<file path="src/rtl/jellyvl_etherneco_pkg.sv">
// Shared types and defaults for the EtherNeco slave receive/transmit datapath.
package jellyvl_etherneco_pkg;

   localparam int DEFAULT_COUNT_WIDTH  = 16;
   localparam int DEFAULT_HEADER_BYTES = 8;

   typedef logic [DEFAULT_COUNT_WIDTH-1:0] t_count;

   typedef enum logic {
      IDLE = 1'b0,
      BUSY = 1'b1
   } t_state;

endpackage

</file>
<file path="src/rtl/jellyvl_etherneco_slot_alu.sv">
// Per-byte slot rewrite: masked replace, or one byte of a little-endian add with carry.
module jellyvl_etherneco_slot_alu (
   input  logic [7:0] s_data,
   input  logic [7:0] slot_byte,
   input  logic       mask,
   input  logic       add,
   input  logic       carry_in,
   output logic [7:0] out_data,
   output logic       carry_out
);

   logic [8:0] sum;

   always_comb begin
      sum       = {1'b0, s_data} + {1'b0, slot_byte} + {8'd0, carry_in};
      out_data  = mask ? slot_byte : s_data;
      carry_out = 1'b0;
      if (add) begin
         out_data  = sum[7:0];
         carry_out = sum[8];
      end
   end

endmodule

</file>
<file path="src/rtl/jellyvl_etherneco_slave_slot_writer.sv">
// Forwards a byte stream with one cycle of latency, rewriting and capturing this node's slot.
module jellyvl_etherneco_slave_slot_writer
   import jellyvl_etherneco_pkg::*;
#(
   parameter int SLOT_BYTES   = 4,
   parameter int HEADER_BYTES = DEFAULT_HEADER_BYTES,
   parameter int COUNT_WIDTH  = DEFAULT_COUNT_WIDTH,
   parameter int NODE_WIDTH   = 8
) (
   input  logic                    clk,
   input  logic                    reset,
   input  logic [NODE_WIDTH-1:0]   node_id,
   input  logic [SLOT_BYTES*8-1:0] slot_data,
   input  logic [SLOT_BYTES-1:0]   slot_mask,
   input  logic                    slot_add,
   input  logic                    rx_start,
   input  logic                    rx_error,
   input  logic                    rx_end,
   input  logic                    s_first,
   input  logic                    s_last,
   input  logic                    s_valid,
   input  logic [7:0]              s_data,
   output logic                    m_first,
   output logic                    m_last,
   output logic                    m_valid,
   output logic [7:0]              m_data,
   output logic [SLOT_BYTES*8-1:0] cap_data,
   output logic                    cap_valid,
   output logic                    short_error
);

   localparam int DATA_W = SLOT_BYTES * 8;
   localparam int KW     = (SLOT_BYTES > 1) ? $clog2(SLOT_BYTES) : 1;
   localparam logic [COUNT_WIDTH-1:0] SLOT_C = COUNT_WIDTH'(SLOT_BYTES);
   localparam logic [COUNT_WIDTH-1:0] HDR_C  = COUNT_WIDTH'(HEADER_BYTES);
   localparam logic [COUNT_WIDTH-1:0] LAST_K = COUNT_WIDTH'(SLOT_BYTES - 1);

   t_state                 state, state_next;
   logic [COUNT_WIDTH-1:0] count, count_next;
   logic                   carry, carry_next;
   logic                   slot_open, slot_open_next;
   logic [DATA_W-1:0]      shadow, shadow_next;
   logic [DATA_W-1:0]      cap_next;
   logic                   cap_valid_next, short_error_next, m_valid_next;
   logic [7:0]             m_data_next;

   logic [NODE_WIDTH-1:0]  cfg_node;
   logic [DATA_W-1:0]      cfg_data;
   logic [SLOT_BYTES-1:0]  cfg_mask;
   logic                   cfg_add;

   logic                   frame_evt, start, beat, in_slot;
   logic [NODE_WIDTH-1:0]  cur_node;
   logic [DATA_W-1:0]      cur_data;
   logic [SLOT_BYTES-1:0]  cur_mask;
   logic                   cur_add;
   logic [COUNT_WIDTH-1:0] idx, pos, k;
   logic [KW-1:0]          k_idx;
   logic [7:0]             alu_out;
   logic                   alu_carry;

   // Framing events win over any beat presented in the same cycle.
   assign frame_evt = rx_start | rx_end | rx_error;
   assign start     = (state == IDLE) && s_valid && s_first;
   assign beat      = !frame_evt && s_valid && (start || (state == BUSY));

   // The s_first beat uses the live configuration; later beats use the latched copy.
   assign cur_node = start ? node_id   : cfg_node;
   assign cur_data = start ? slot_data : cfg_data;
   assign cur_mask = start ? slot_mask : cfg_mask;
   assign cur_add  = start ? slot_add  : cfg_add;

   assign idx     = start ? '0 : count;
   assign pos     = HDR_C + COUNT_WIDTH'(cur_node) * SLOT_C;
   assign k       = idx - pos;
   assign k_idx   = k[KW-1:0];
   assign in_slot = beat && (idx >= pos) && (k < SLOT_C);

   jellyvl_etherneco_slot_alu u_alu (
      .s_data    (s_data),
      .slot_byte (cur_data[8*k_idx +: 8]),
      .mask      (cur_mask[k_idx]),
      .add       (cur_add),
      .carry_in  ((k == '0) ? 1'b0 : carry),
      .out_data  (alu_out),
      .carry_out (alu_carry)
   );

   always_comb begin
      state_next       = state;
      count_next       = count;
      carry_next       = carry;
      slot_open_next   = slot_open;
      shadow_next      = shadow;
      cap_next         = cap_data;
      cap_valid_next   = 1'b0;
      short_error_next = 1'b0;
      m_valid_next     = 1'b0;
      m_data_next      = s_data;

      if (beat) begin
         m_valid_next = 1'b1;
         state_next   = BUSY;
         count_next   = (idx == '1) ? idx : idx + COUNT_WIDTH'(1);
         if (start) begin
            slot_open_next = 1'b0;
         end
         if (in_slot) begin
            m_data_next                = alu_out;
            carry_next                 = alu_carry;
            shadow_next[8*k_idx +: 8]  = s_data;
            if (k == LAST_K) begin
               cap_next       = shadow_next;
               cap_valid_next = 1'b1;
               slot_open_next = 1'b0;
            end else begin
               slot_open_next = 1'b1;
            end
         end
         if (s_last) begin
            state_next       = IDLE;
            short_error_next = slot_open_next;
         end
      end else if (frame_evt) begin
         state_next = IDLE;
      end
   end

   // Stage boundary: stream and slot state registered; data registers carry no reset.
   always_ff @(posedge clk) begin
      m_first <= s_first;
      m_last  <= s_last;
      m_data  <= m_data_next;
      shadow  <= shadow_next;
      if (beat && start) begin
         cfg_node <= node_id;
         cfg_data <= slot_data;
         cfg_mask <= slot_mask;
         cfg_add  <= slot_add;
      end

      if (reset || rx_error) begin
         state       <= IDLE;
         count       <= '0;
         carry       <= 1'b0;
         slot_open   <= 1'b0;
         cap_data    <= '0;
         cap_valid   <= 1'b0;
         short_error <= 1'b0;
         m_valid     <= 1'b0;
      end else begin
         state       <= state_next;
         count       <= count_next;
         carry       <= carry_next;
         slot_open   <= slot_open_next;
         cap_data    <= cap_next;
         cap_valid   <= cap_valid_next;
         short_error <= short_error_next;
         m_valid     <= m_valid_next;
      end
   end

endmodule

</file>
<file path="config.mk">
export PLATFORM = sky130hd
export DESIGN_NAME = jellyvl_etherneco_slave_slot_writer
export DESIGN_NICKNAME = d
export VERILOG_FILES = /design/src/rtl/jellyvl_etherneco_pkg.sv /design/src/rtl/jellyvl_etherneco_slot_alu.sv /design/src/rtl/jellyvl_etherneco_slave_slot_writer.sv
export SDC_FILE = /design/constraint.sdc
export NUM_CORES = 1
export LEC_CHECK = 0
export BUFFER_PORTS_ARGS = -buffer_cell sky130_fd_sc_hd__buf_2
export CAP_MARGIN = 5
export CORE_MARGIN = 5
export CORE_UTILIZATION = 30
export DETAILED_ROUTE_END_ITERATION = 8
export SETUP_SLACK_MARGIN = 0.05
export SLEW_MARGIN = 20
export SYNTH_ARGS = -nofsm -noshare
export SYNTH_HDL_FRONTEND = slang
export SYNTH_SLANG_ARGS = --single-unit
</file>
<file path="constraint.sdc">
create_clock -name clk -period 6.15 [get_ports clk]
set_input_delay 0 -clock clk [delete_from_list [all_inputs] [get_ports clk]]
set_output_delay 0 -clock clk [all_outputs]
set_load 0.02 [all_outputs]
</file>
# == After elaboration in Yosys (flattened, before gate mapping) ==
# Index checks and enable logic that the tools add are counted.
# word_totals
reg_bits,141
in_bits,61
output_inout_bits,45
elab_cells,75
# op_classes
add_sub_neg,6
n_lt_le_gt_ge,3
eq_ne,2
n_shift,3
n_mux,23
n_bitwise,6
reduce_logical,16
# ops
op,n
$mux W8,5
$neg A5 Y34,1
$shift A8 B34 Y32 const A,1
$shiftx A8 B34 Y32,1
$bwmux W32,1
$mux W16,2
$mux W32,1
$shiftx A32 B6 Y8,1
$add A16 B1 Y16 const B,1
$eq A16 B16 Y1 const B,1
$eq A16 B2 Y1 const B,1
$ge A16 B11 Y1,1
$logic_not A16 Y1,1
$lt A16 B3 Y1 const B,1
$sub A16 B11 Y16,1
$mux W1,12
$add A4 B10 Y11 const A,1
$add A8 B8 Y9,1
$add A9 B1 Y9,1
$logic_and A1 B1 Y1,7
$reduce_or A3 Y1,2
$mux W4,1
$not A1 Y1,4
$lt A2 B3 Y1 const B,1
7 further kinds,9

# == Logic depth before layout (Yosys ltp) ==
# Gate-level depths: netlist of run 1.
# logic_depth
ltp_word,12
depth_mapped,28
mapped_depth_nobuf,26

# == By module ==
# A second synthesis of run 1 with hierarchy kept.
# unflattened
cells_unflattened,735
hier_area_um2,7429.6
# by_module_without_submodules
module,instances,cells_per_inst,area_each_um2,seq_area_each_um2
jellyvl_etherneco_slave_slot_writer,1,670,6927.9,3593.4
jellyvl_etherneco_slot_alu,1,65,501.7,0.0

# == Worst setup path after synthesis of run 1 ==
# Ideal clock, no wire load.
# synth_path
path_kind,register to register
start,register state
end,register carry
setup_time_ns,0.072
arrival_time_ns,5.090
required_time_ns,6.078
setup_slack_ns,0.988
stages_incl_launch_ff,28
n_path_buf,2
cell_sequence,dfxtp_1 nand3b_1 buf_2 buf_2 mux2i_1 inv_1 ha_1 nand2_1 a21oi_1 xor2_1 ha_1 a21o_1 a21oi_1 a311oi_2 nor3_2 nor4_1 nand2_1 o21ai_0 fa_1 fa_1 nor2b_1 o31a_1 o21a_1 o21ai_0 nand2b_1 a21oi_1 or3_1 mux2i_1
# synth_via
elab_chain_len,10
# synth_rtl
element,line,source
from (decl),jellyvl_etherneco_slave_slot_writer.sv:38,"t_state state, state_next;"
from (signal assigned),jellyvl_etherneco_slave_slot_writer.sv:152,state <= state_next;
branches (longest 10 deep; another with $sub A16 B11 Y16),-,
to (signal assigned),jellyvl_etherneco_slave_slot_writer.sv:154,carry <= carry_next;
to (decl),jellyvl_etherneco_slave_slot_writer.sv:40,"logic carry, carry_next;"
# Parallel ways; which one is timed is not known.
# A chain may end at the register's enable or synchronous reset.

# == Worst setup path after layout of run 1 ==
# Same ends and word-level chain as after synthesis.

==> metrics.yaml, run 1 <==
status: "completed"
hold_viol: 0
cts.sinks: 141
cts_tree: "done"
cts_max_level: 4
fmax_ghz: 0.1815
clock-root-buffer: "clkbuf_16"
path_max_fanout: 8
clk_path_buf_depth: 2
cts_made_buffers: 17
ys_types: 68
finalSetupViolations: 0
p_leak_nw: 3.995
power_frac_seq_pct: 44.3
crit_type: "flop to flop"
maxSlewHeadroom_pct: 32.00
maxCapViolCount: 0
final_layout_size_suffix_gt1_share_pct: 19.34
die_area_mm2: 0.02751
grt_pass1_vias: 5659
critPathBufInv: 0
hold_path.class: "input port to flop"
postSynthAreaPerCell_um2: 9.901
wirelength_mm: 18.60
crit_chain: "nand3b_1 > mux2i_1 > nor3_1 > a21boi_0 > xor2_1 > ha_1 > a211oi_1 > nor2_1 > nor2_1 > a2bb2oi_1 > nand2_1 > nor4_2 > nand2_1 > o21ai_0 > fa_1 > fa_1 > nor2b_1 > o31a_1 > o21a_1 > o21ai_0 > nand2b_1 > a21oi_1 > or3_1 > mux2i_1"
fin_setup_tns_ns: 0
fin_skew_ns: 0.01035
track_usage_pct: 13.50
path_clk_slew_ns: 0.07
setup_ws_ns: 0.6393
fp-row-count: 57
vias_per_cell: 4.729
p_comb_share_pct: 8.5
powerDensity_mw_per_mm2: 242.5
crit_family: "compound AO/OA/AOI/OAI gates"
wire_per_inst_um: 15.07
drtAntennaViolNets: 0
dp_hpwl_mm: 13.07
whs_path_depth: 3
clk_latency_ns: 0.42
synth_nets: 823
cp-start-kind: "flop"
routabilityCongestion: 0.8234
post_cts_buffers: 0
tightest_slew_ns: 1.016
critical_path.max_stage_delay_ns: 0.37
yosysSeqAreaShare_pct: 49.31
place_area_mm2: 0.008140
synthCells: 736
yosysWarnings: 0
rsz0062_at_grt: "false"
vdd_drop_max_mv: 0.1360
nets: 984
slew_violations: 0
netSwitchingFraction_pct: 24.76
n_fill_cell: 2417
num_antenna_cells: 0
ioPinCount: 106
critical_path_depth: 24
post-route-period-util_pct: 89.61
yosys_most_used_dff: "edfxtp_1"
io_buffers: 105
cp_slowest_cell: "a21boi_0"
die_h_um: 165.9
cp_data_arrival_time_ns: 5.82
synth_edf_count: 77
endpoint_kind: "flop"
async_flop_share_pct: 0
fin_util_pct: 38.65
p_sw_uw: 559.5
syn_area_mm2: 0.007287
start_util_pct: 30.23
grt_pass1_wl_mm: 30.10
r2r_cells: 24
antenna_found_initial: 0
fin_area_mm2: 0.009318
ys_ff_latch: 141
clkPwrFrac_pct: 47.2
required_ns: 6.46
drt_first_pass_iters: 5
core_area_mm2: 0.02411
drc_errors: 0
totalPowerFinal_mw: 2.260
p_int_mw: 1.700
grt_max_degree: 68
via_count: 5835
period_minus_slack_ns: 5.511
place_ws_ns: 0.5488
fp.dieW_um: 165.9
area_delta_synth_final_pct: 27.87
drtIter0Drc: 270
grt_overflow: 0
==> cell usage after synthesis, types with 4 or more instances <==
cell type,number,area (um^2)
xor2_1,12,105.1
mux2i_1,48,480.5
xnor2_1,11,96.34
clkbuf_1,17,63.81
mux4_2,9,202.7
edfxtp_1,77,2312
nand2b_1,4,25.02
buf_6,4,45.04
o21a_1,5,37.54
nand3_1,19,95.09
a21oi_1,23,115.1
nor2_1,35,131.4
nor3_1,8,40.04
and3_1,8,50.05
nor4_1,4,25.02
and2_1,10,62.56
inv_1,44,165.2
o211ai_1,4,30.03
dfxtp_1,64,1281
o21ai_0,48,240.2
a21o_1,7,52.55
ha_1,23,287.8
nand4_1,8,50.05
nor2b_1,5,31.28
nand2_1,174,653.1
==> metrics by stage <==
stage	hold slack, ns	std cells
4_1_cts	0.007308	1234
5_1_grt	0.03485	1234
6_report	0.03235	1234
3_5_place_dp	0.1715	1145
2_1_floorplan	0.02772	736
3_3_place_gp	0.1716	1145
==> what timing repair did <==
item	CTS	global route
hold endpoints to repair	56	0
gates resized for setup	0	1
hold buffers	57	0
endpoints found under the setup margin	0	2
==> metal layers <==
metal / track usage [%] / vias to the layer above / part of all wire (%)
met2: 21.56 / 142 / 46
met3: 3.095 / 18 / 4.6
met1: 18.49 / 2780 / 48
met4: 3.730 / 0 / 1.2
li1: - / 2895 / -
met5: 0 / - / 0
==> kinds of logic (layout without fill, tap and decap cells) <==
group	after synthesis	count (layout)	synth area share, %
compound gates	117	117	10.37
flops	141	141	49.31
buf+inv	71	245	4.155
fa+ha+maj	26	26	4.773
xor+xnor	23	23	2.764
mux	58	58	9.581
simple gates	300	300	19.04
==> final timing paths <==
| path | start | slack [ns] | end |
|---|---|---|---|
| setup / recovery | state | 0.64 | carry |
| hold / removal | s_data[7] | 0.03 | shadow[23] |
| setup reg to reg | state | 0.64 | carry |
| hold reg to reg | cap_data[18] | 0.45 | cap_data[18] |
==> power groups by stage <==
| stage | sequential (mW) | clock [mW] | combinational, mW |
|---|---|---|---|
| after floorplan | 1.03 | 0 | 0.0974 |
| after global placement | 1.02 | 0 | 0.164 |
| after detailed placement | 1.02 | 0 | 0.164 |
| after CTS | 1.00 | 1.09 | 0.192 |
| after global routing | 1.00 | 1.13 | 0.212 |
| final | 1.00 | 1.07 | 0.192 |
==> cells in the final DEF (no fill, tap or decap), types with 4 or more instances in the layout <==
| cell | n |
|---|---|
| mux4_2 | 9 |
| and2_1 | 10 |
| and3_1 | 8 |
| inv_6 | 5 |
| nor2b_1 | 5 |
| nand4_1 | 8 |
| nand2b_1 | 4 |
| inv_1 | 43 |
| mux2i_1 | 48 |
| dlygate4sd3_1 | 57 |
| o211ai_1 | 4 |
| buf_4 | 7 |
| ha_1 | 23 |
| nand3_1 | 19 |
| nor3_1 | 8 |
| edfxtp_1 | 77 |
| xor2_1 | 12 |
| buf_2 | 105 |
| xnor2_1 | 11 |
| dfxtp_1 | 64 |
| o21ai_0 | 48 |
| nor2_1 | 34 |
| a21o_1 | 7 |
| o21a_1 | 5 |
| clkbuf_16 | 17 |
| a21oi_1 | 23 |
| nand2_1 | 174 |
==> layout make-up <==
type / instances / area [um^2] / share of cell area (%)
timing repair buffer: 169 / 1149 / 12.33
sequential: 141 / 3593 / 38.57
multi-input combinational: 524 / 3405 / 36.54
clock inverter: 15 / 175.2 / 1.880
clock buffer: 17 / 425.4 / 4.566
inverter: 44 / 165.2 / 1.773
tap: 324 / 405.4 / 4.351
==> flip-flops by register name, indices dropped and copies added (netlist names), 4 cells and up <==
register  cells
cap_data     32
cfg_data     32
shadow       32
count        16
cfg_node      8
m_data        8
cfg_mask      4
==> tightest hold or removal path, delay by kind of cell <==
kind / cells / cell delay, ns
and+or+nand+nor: 1 / 0.06
AOI/OAI and AO/OA: 1 / 0.10
buffers and inverters: 1 / 0.17
(Power assumes the default switching activity.)
==> run 2: changes to the inputs <==
- BUFFER_PORTS_ARGS: -buffer_cell sky130_fd_sc_hd__buf_2 -> not set
- DONT_BUFFER_PORTS: not set -> 1
==> run 2 against run 1 <==
Net effect: global-route usage rose by 0.37 points; sequential cell count unchanged; largest power group unchanged; clock power hardly changed; routed wire length increased by 3.8%; cell area decreased by 4.8%; largest cell class unchanged; sequential power hardly changed; via count shrank 6.0%.
==> metrics.yaml, run 2 (synthesis gave the netlist of run 1 again) <==
slew_violations: 0  # unchanged
path_common_cell: "a21oi_1"
totalPowerFinal_mw: 2.274  # +0.63%
min_from: "slot_data[2]"
nets: 882  # -10%
setup_ws_ns: 0.6668  # +0.02757 ns
r2r-end: "carry"
cts_tree: "done"
path_max_fanout: 9  # +1
cp_data_arrival_time_ns: 5.82  # about the same
fp-row-count: 57  # unchanged
hold_path.class: "input port to flop"
critical_path.max_stage_delay_ns: 0.42  # +0.05 ns
cts_resized: 0  # unchanged
whs_path_depth: 4  # +1
mostFrequentLayoutCells: "174 x nand2_1, 77 x edfxtp_1, 64 x dfxtp_1"
track_usage_pct: 13.87  # +0.37 points
fin_area_mm2: 0.008866  # -4.8%
crit_type: "flop to flop"
dp_hpwl_mm: 13.02  # -0.39%
r2r_slack_ns: 0.67  # +0.03 ns
drtIter0Drc: 406  # +50%
final_common_cell: "nand2_1"
fin_setup_tns_ns: 0  # unchanged
routabilityCongestion: 0.8844  # +7.4%
place_area_mm2: 0.007615  # -6.5%
wirelength_mm: 19.31  # +3.8%
fin_skew_ns: 0.01010  # -0.0002554 ns
wire_per_inst_um: 17.06  # +13%
hold_ws_ns: 0.01145  # -0.02089 ns
path_clk_slew_ns: 0.06  # about the same
finalSetupViolations: 0  # unchanged
final_layout_size_suffix_gt1_share_pct: 8.292  # -11 points
postCtsHoldBufs: 60  # +5.3%
post_cts_buffers: 0  # unchanged
grt_pass1_vias: 5299  # -6.4%
p_leak_nw: 3.563  # -11%
ioPinCount: 106  # unchanged
cp-startpoint: "state"
r2r_cells: 25  # +4.2%
area_delta_synth_final_pct: 21.67
num_antenna_cells: 0  # unchanged
post-route-period-util_pct: 89.16  # -0.45 points
drc_errors: 0  # unchanged
endpoint_kind: "flop"
clk_latency_ns: 0.42  # about the same
required_ns: 6.49  # +0.03 ns
cts.sinks: 141  # unchanged
status: "completed"
start_util_pct: 30.23  # unchanged
grt_overflow: 0  # unchanged
cts_max_level: 4  # unchanged
tightest_slew_ns: 0.9868  # -0.02957 ns
antenna_found_initial: 2  # +2
hold-path-endpoint: "m_data[2]"
vdd_drop_max_mv: 0.1610  # +18%
period_minus_slack_ns: 5.483  # -0.02757 ns
fmax_ghz: 0.1824  # +0.50%
hold_viol: 0  # unchanged
largest_registers: "cap_data: 32 flops, cfg_data: 32 flops, shadow: 32 flops"
maxCapViolCount: 0  # unchanged
cp_slowest_cell: "fa_1"
die_h_um: 165.9  # unchanged
die_area_mm2: 0.02751  # unchanged
clk_path_buf_depth: 2  # unchanged
r2r_start: "state"
core_area_mm2: 0.02411  # unchanged
powerDensity_mw_per_mm2: 256.5  # +5.8%
vias_per_cell: 4.843  # +2.4%
drtAntennaViolNets: 0  # unchanged
drt_first_pass_iters: 5  # unchanged
grt_pass1_wl_mm: 30.18  # +0.25%
io_buffers: 0  # -100%
cts_made_buffers: 17  # unchanged
place_ws_ns: 0.7366  # +0.1878 ns
fp.dieW_um: 165.9  # unchanged
via_count: 5482  # -6.0%
cp-start-kind: "flop"
maxSlewHeadroom_pct: 33.98  # +2.0 points
clock-root-buffer: "clkbuf_16"
grt_max_degree: 68  # unchanged
rsz0062_at_grt: "false"
[run 2: through the flow]
| step | utilization, % | cells |
|---|---|---|
| final | 36.78 | 1132 |
| after global routing | 36.78 | 1132 |
| after CTS | 36.78 | 1132 |
| after detailed placement | 31.59 | 1040 |
| after global placement | 31.59 | 1040 |
| after floorplan | - | 736 |
[run 2: layout make-up]
class | count | area [um^2]
Timing Repair Buffer | 67 | 653.1
Tap cell | 324 | 405.4
Inverter | 44 | 165.2
Clock buffer | 27 | 589.3
Sequential cell | 141 | 3593
Fill cell | 2439 | 15240
Clock inverter | 5 | 61.31
Multi-Input combinational cell | 524 | 3398
[run 2: worst max-delay path by stage]
stage | to | slack (ns) | cells past startpoint
after floorplan | carry | 0.99 | 27
after global placement | carry | 0.91 | 25
after detailed placement | carry | 0.74 | 25
after CTS | carry | 0.68 | 25
after global routing | carry | 0.23 | 25
final | carry | 0.67 | 25
[run 2: critical path: cells and delay by family, from the launching register on]
family / cells / cell delay [ns]
simple gates: 8 / 1.49
fa+ha+maj: 4 / 1.48
compound gates: 9 / 1.22
mux: 2 / 0.53
flops: 1 / 0.37
xor+xnor: 1 / 0.17
buf+inv: 1 / 0.14
[run 2: power by group]
| group | internal, mW | switching (mW) |
|---|---|---|
| clock | 0.703 | 0.400 |
| combinational | 0.0735 | 0.0893 |
| sequential | 1.00 | 0.00831 |
| total | 1.78 | 0.498 |
[run 2: routing by layer]
metal / wire (um) / up-vias / GRT usage, %
met5: 0 / - / 0
met4: 180 / 0 / 3.443
met3: 1334 / 13 / 4.118
met2: 8558 / 162 / 21.11
met1: 9236 / 2612 / 19.43
li1: - / 2695 / -
==> run 3: changes to the inputs <==
- CORE_UTILIZATION: 30 -> 45
==> run 3 against run 2 <==
Net effect: the flow now finishes with violations (negative hold slack); worst hold slack got worse by 0.016 ns; sequential share of layout area rose by 1.1 points; worst setup slack got worse by 0.029 ns; combinational power barely moved; critical endpoint is now m_data[7]; via count barely moved; critical path depth did not move; cell count fell by 9.5%; largest power group is now sequential cells; die area fell by 32%; register-to-register slack got worse by 0.03 ns.
==> metrics.yaml, run 3 (synthesis gave the netlist of run 1 again) <==
p_comb_share_pct: 7.5  # +0.3 points
area_delta_synth_final_pct: 18.60
hold_path.class: "input port to flop"
p_sw_uw: 490.9  # -1.4%
grt_pass1_vias: 5454  # +2.9%
final_common_cell: "nand2_1"
routabilityCongestion: 0.8254  # -6.7%
rsz0062_at_grt: "false"
ioPinCount: 106  # unchanged
period_minus_slack_ns: 5.512  # +0.02851 ns
highest_layer: "met4"
dp_hpwl_mm: 12.74  # -2.2%
antenna_found_initial: 0  # -2
violations: "negative hold slack"
start_util_pct: 45.87  # +16 points
hold_ws_ns: -0.004747  # -0.01620 ns
num_antenna_cells: 0  # unchanged
die_h_um: 137.3  # -17%
fin_setup_tns_ns: 0  # unchanged
track_usage_pct: 20.17  # +6.3 points
mostFrequentLayoutCells: "174 x nand2_1, 77 x edfxtp_1, 64 x dfxtp_1"
status: "complete, but fails checks"
p_int_mw: 1.665  # -6.3%
cts_tree: "done"
critical_path.max_stage_delay_ns: 0.44  # +0.02 ns
path_max_fanout: 9  # unchanged
power_frac_seq_pct: 46.8  # +2.5 points
cts.sinks: 141  # unchanged
post-route-period-util_pct: 89.62  # +0.46 points
dr_wl_met3_mm: 1.174  # -12%
layout.cells.non_filler: 1024  # -9.5%
drt_first_pass_iters: 7  # +2
final_layout_size_suffix_gt1_share_pct: 8.045  # -0.25 points
vdd_drop_max_mv: 0.1976  # +23%
slew_violations: 0  # unchanged
cp_data_arrival_time_ns: 5.82  # about the same
nets: 882  # unchanged
fin_skew_ns: 0.006410  # -0.003685 ns
drtAntennaViolNets: 0  # unchanged
tightest_slew_ns: 0.9839  # -0.002897 ns
powerDensity_mw_per_mm2: 249.5  # -2.7%
largest_registers: "cap_data: 32 flops, cfg_data: 32 flops, shadow: 32 flops"
maxCapViolCount: 0  # unchanged
crit_type: "flop to flop"
endpoint_kind: "flop"
path_clk_slew_ns: 0.06  # about the same
netSwitchingFraction_pct: 22.77  # +0.89 points
required_ns: 6.46  # -0.03 ns
p_leak_nw: 3.520  # -1.2%
clock-root-buffer: "clkbuf_16"
wirelength_mm: 18.57  # -3.8%
io_buffers: 0  # unchanged
core_area_mm2: 0.01589  # -34%
grt_overflow: 0  # unchanged
fp-row-count: 46  # -19%
via_count: 5480  # -0.036%
finalSetupViolations: 0  # unchanged
vias_per_cell: 5.352  # +11%
maxSlewHeadroom_pct: 34.17  # +0.19 points
wire_per_inst_um: 18.13  # +6.3%
fp.dieW_um: 137.3  # -17%
grt_max_degree: 68  # unchanged
numPlacedInstances: 932  # -10%
fmax_ghz: 0.1814  # -0.52%
cts_made_buffers: 17  # unchanged
die_area_mm2: 0.01884  # -32%
hold_viol: 1  # +1
wl_met2_mm: 8.995  # +5.1%
cp_slowest_cell: "nor4_1"
cts_resized: 0  # unchanged
post_cts_buffers: 0  # unchanged
cp-start-kind: "flop"
drtIter0Drc: 325  # -20%
clk_path_buf_depth: 2  # unchanged
wl_met1_mm: 8.212  # -11%
grt_pass1_wl_mm: 28.97  # -4.0%
clkPwrFrac_pct: 45.7  # -2.8 points
drc_errors: 0  # unchanged
clk_latency_ns: 0.42  # about the same
cts_max_level: 4  # unchanged
-- run 3: cell count changes in the layout (fill, tap and decap cells not counted), sizes merged --
cell / before / now
clkbuf: 27 / 23
clkinv: 3 / 6
inv: 45 / 46
-- run 3: stage by stage --
stage	worst slack (ns)	total power, mW	instance area [um^2]	util (%)
2_1_floorplan	0.9883	1.124	7287	-
3_3_place_gp	0.8417	1.150	7480	47.09
3_5_place_dp	0.6605	1.152	7480	47.09
4_1_cts	0.6411	2.166	8642	54.40
5_1_grt	0.2059	2.224	8642	54.40
6_report	0.6383	2.156	8642	54.40
-- run 3: repair_timing --
action | 4_1_cts | 5_1_grt
setup endpoints to repair | 0 | 0
hold buffers | 60 | 0
endpoints found under the hold margin | 123 | 0
-- run 3: worst paths after layout --
kind / depth (start not counted) / slack (ns) / start / end
worst min register to register: 2 / 0.47 / slot_open / slot_open
worst max register to register: 25 / 0.64 / state / m_data[7]
worst max-delay path: 25 / 0.64 / state / m_data[7]
worst min-delay path: 4 / -0.005 / slot_data[2] / m_data[2]
-- run 3: worst max-delay path, delay by kind of cell, from the launching register on --
family | cells | cell delay (ns)
buf+inv | 1 | 0.12
compound gates | 10 | 1.94
fa+ha+maj | 3 | 0.91
mux | 1 | 0.38
flops | 1 | 0.37
xor+xnor | 2 | 0.26
simple gates | 8 | 1.42
-- run 3: power by group through the flow --
stage                     sequential, mW  combinational, mW  clock, mW
after detailed placement            1.03              0.124          0
after floorplan                     1.03             0.0974          0
final                               1.01              0.163      0.985
after CTS                           1.01              0.161      0.997
after global routing                1.01              0.178       1.04
after global placement              1.03              0.121          0
-- run 3: cell type report --
| type | instances | area (um^2) |
|---|---|---|
| fill | 1456 | 7243 |
| inverter | 44 | 165.2 |
| tap | 216 | 270.3 |
| clock inverter | 9 | 82.58 |
| multi-input combinational | 524 | 3398 |
| sequential | 141 | 3593 |
| clock buffer | 23 | 479.2 |
| timing repair buffer | 67 | 653.1 |
-- run 3: routing by layer --
layer	GRT usage (%)	vias up
li1	-	2699
met1	26.09	2596
met2	33.71	172
met3	5.040	13
met4	5.654	0
met5	0	-
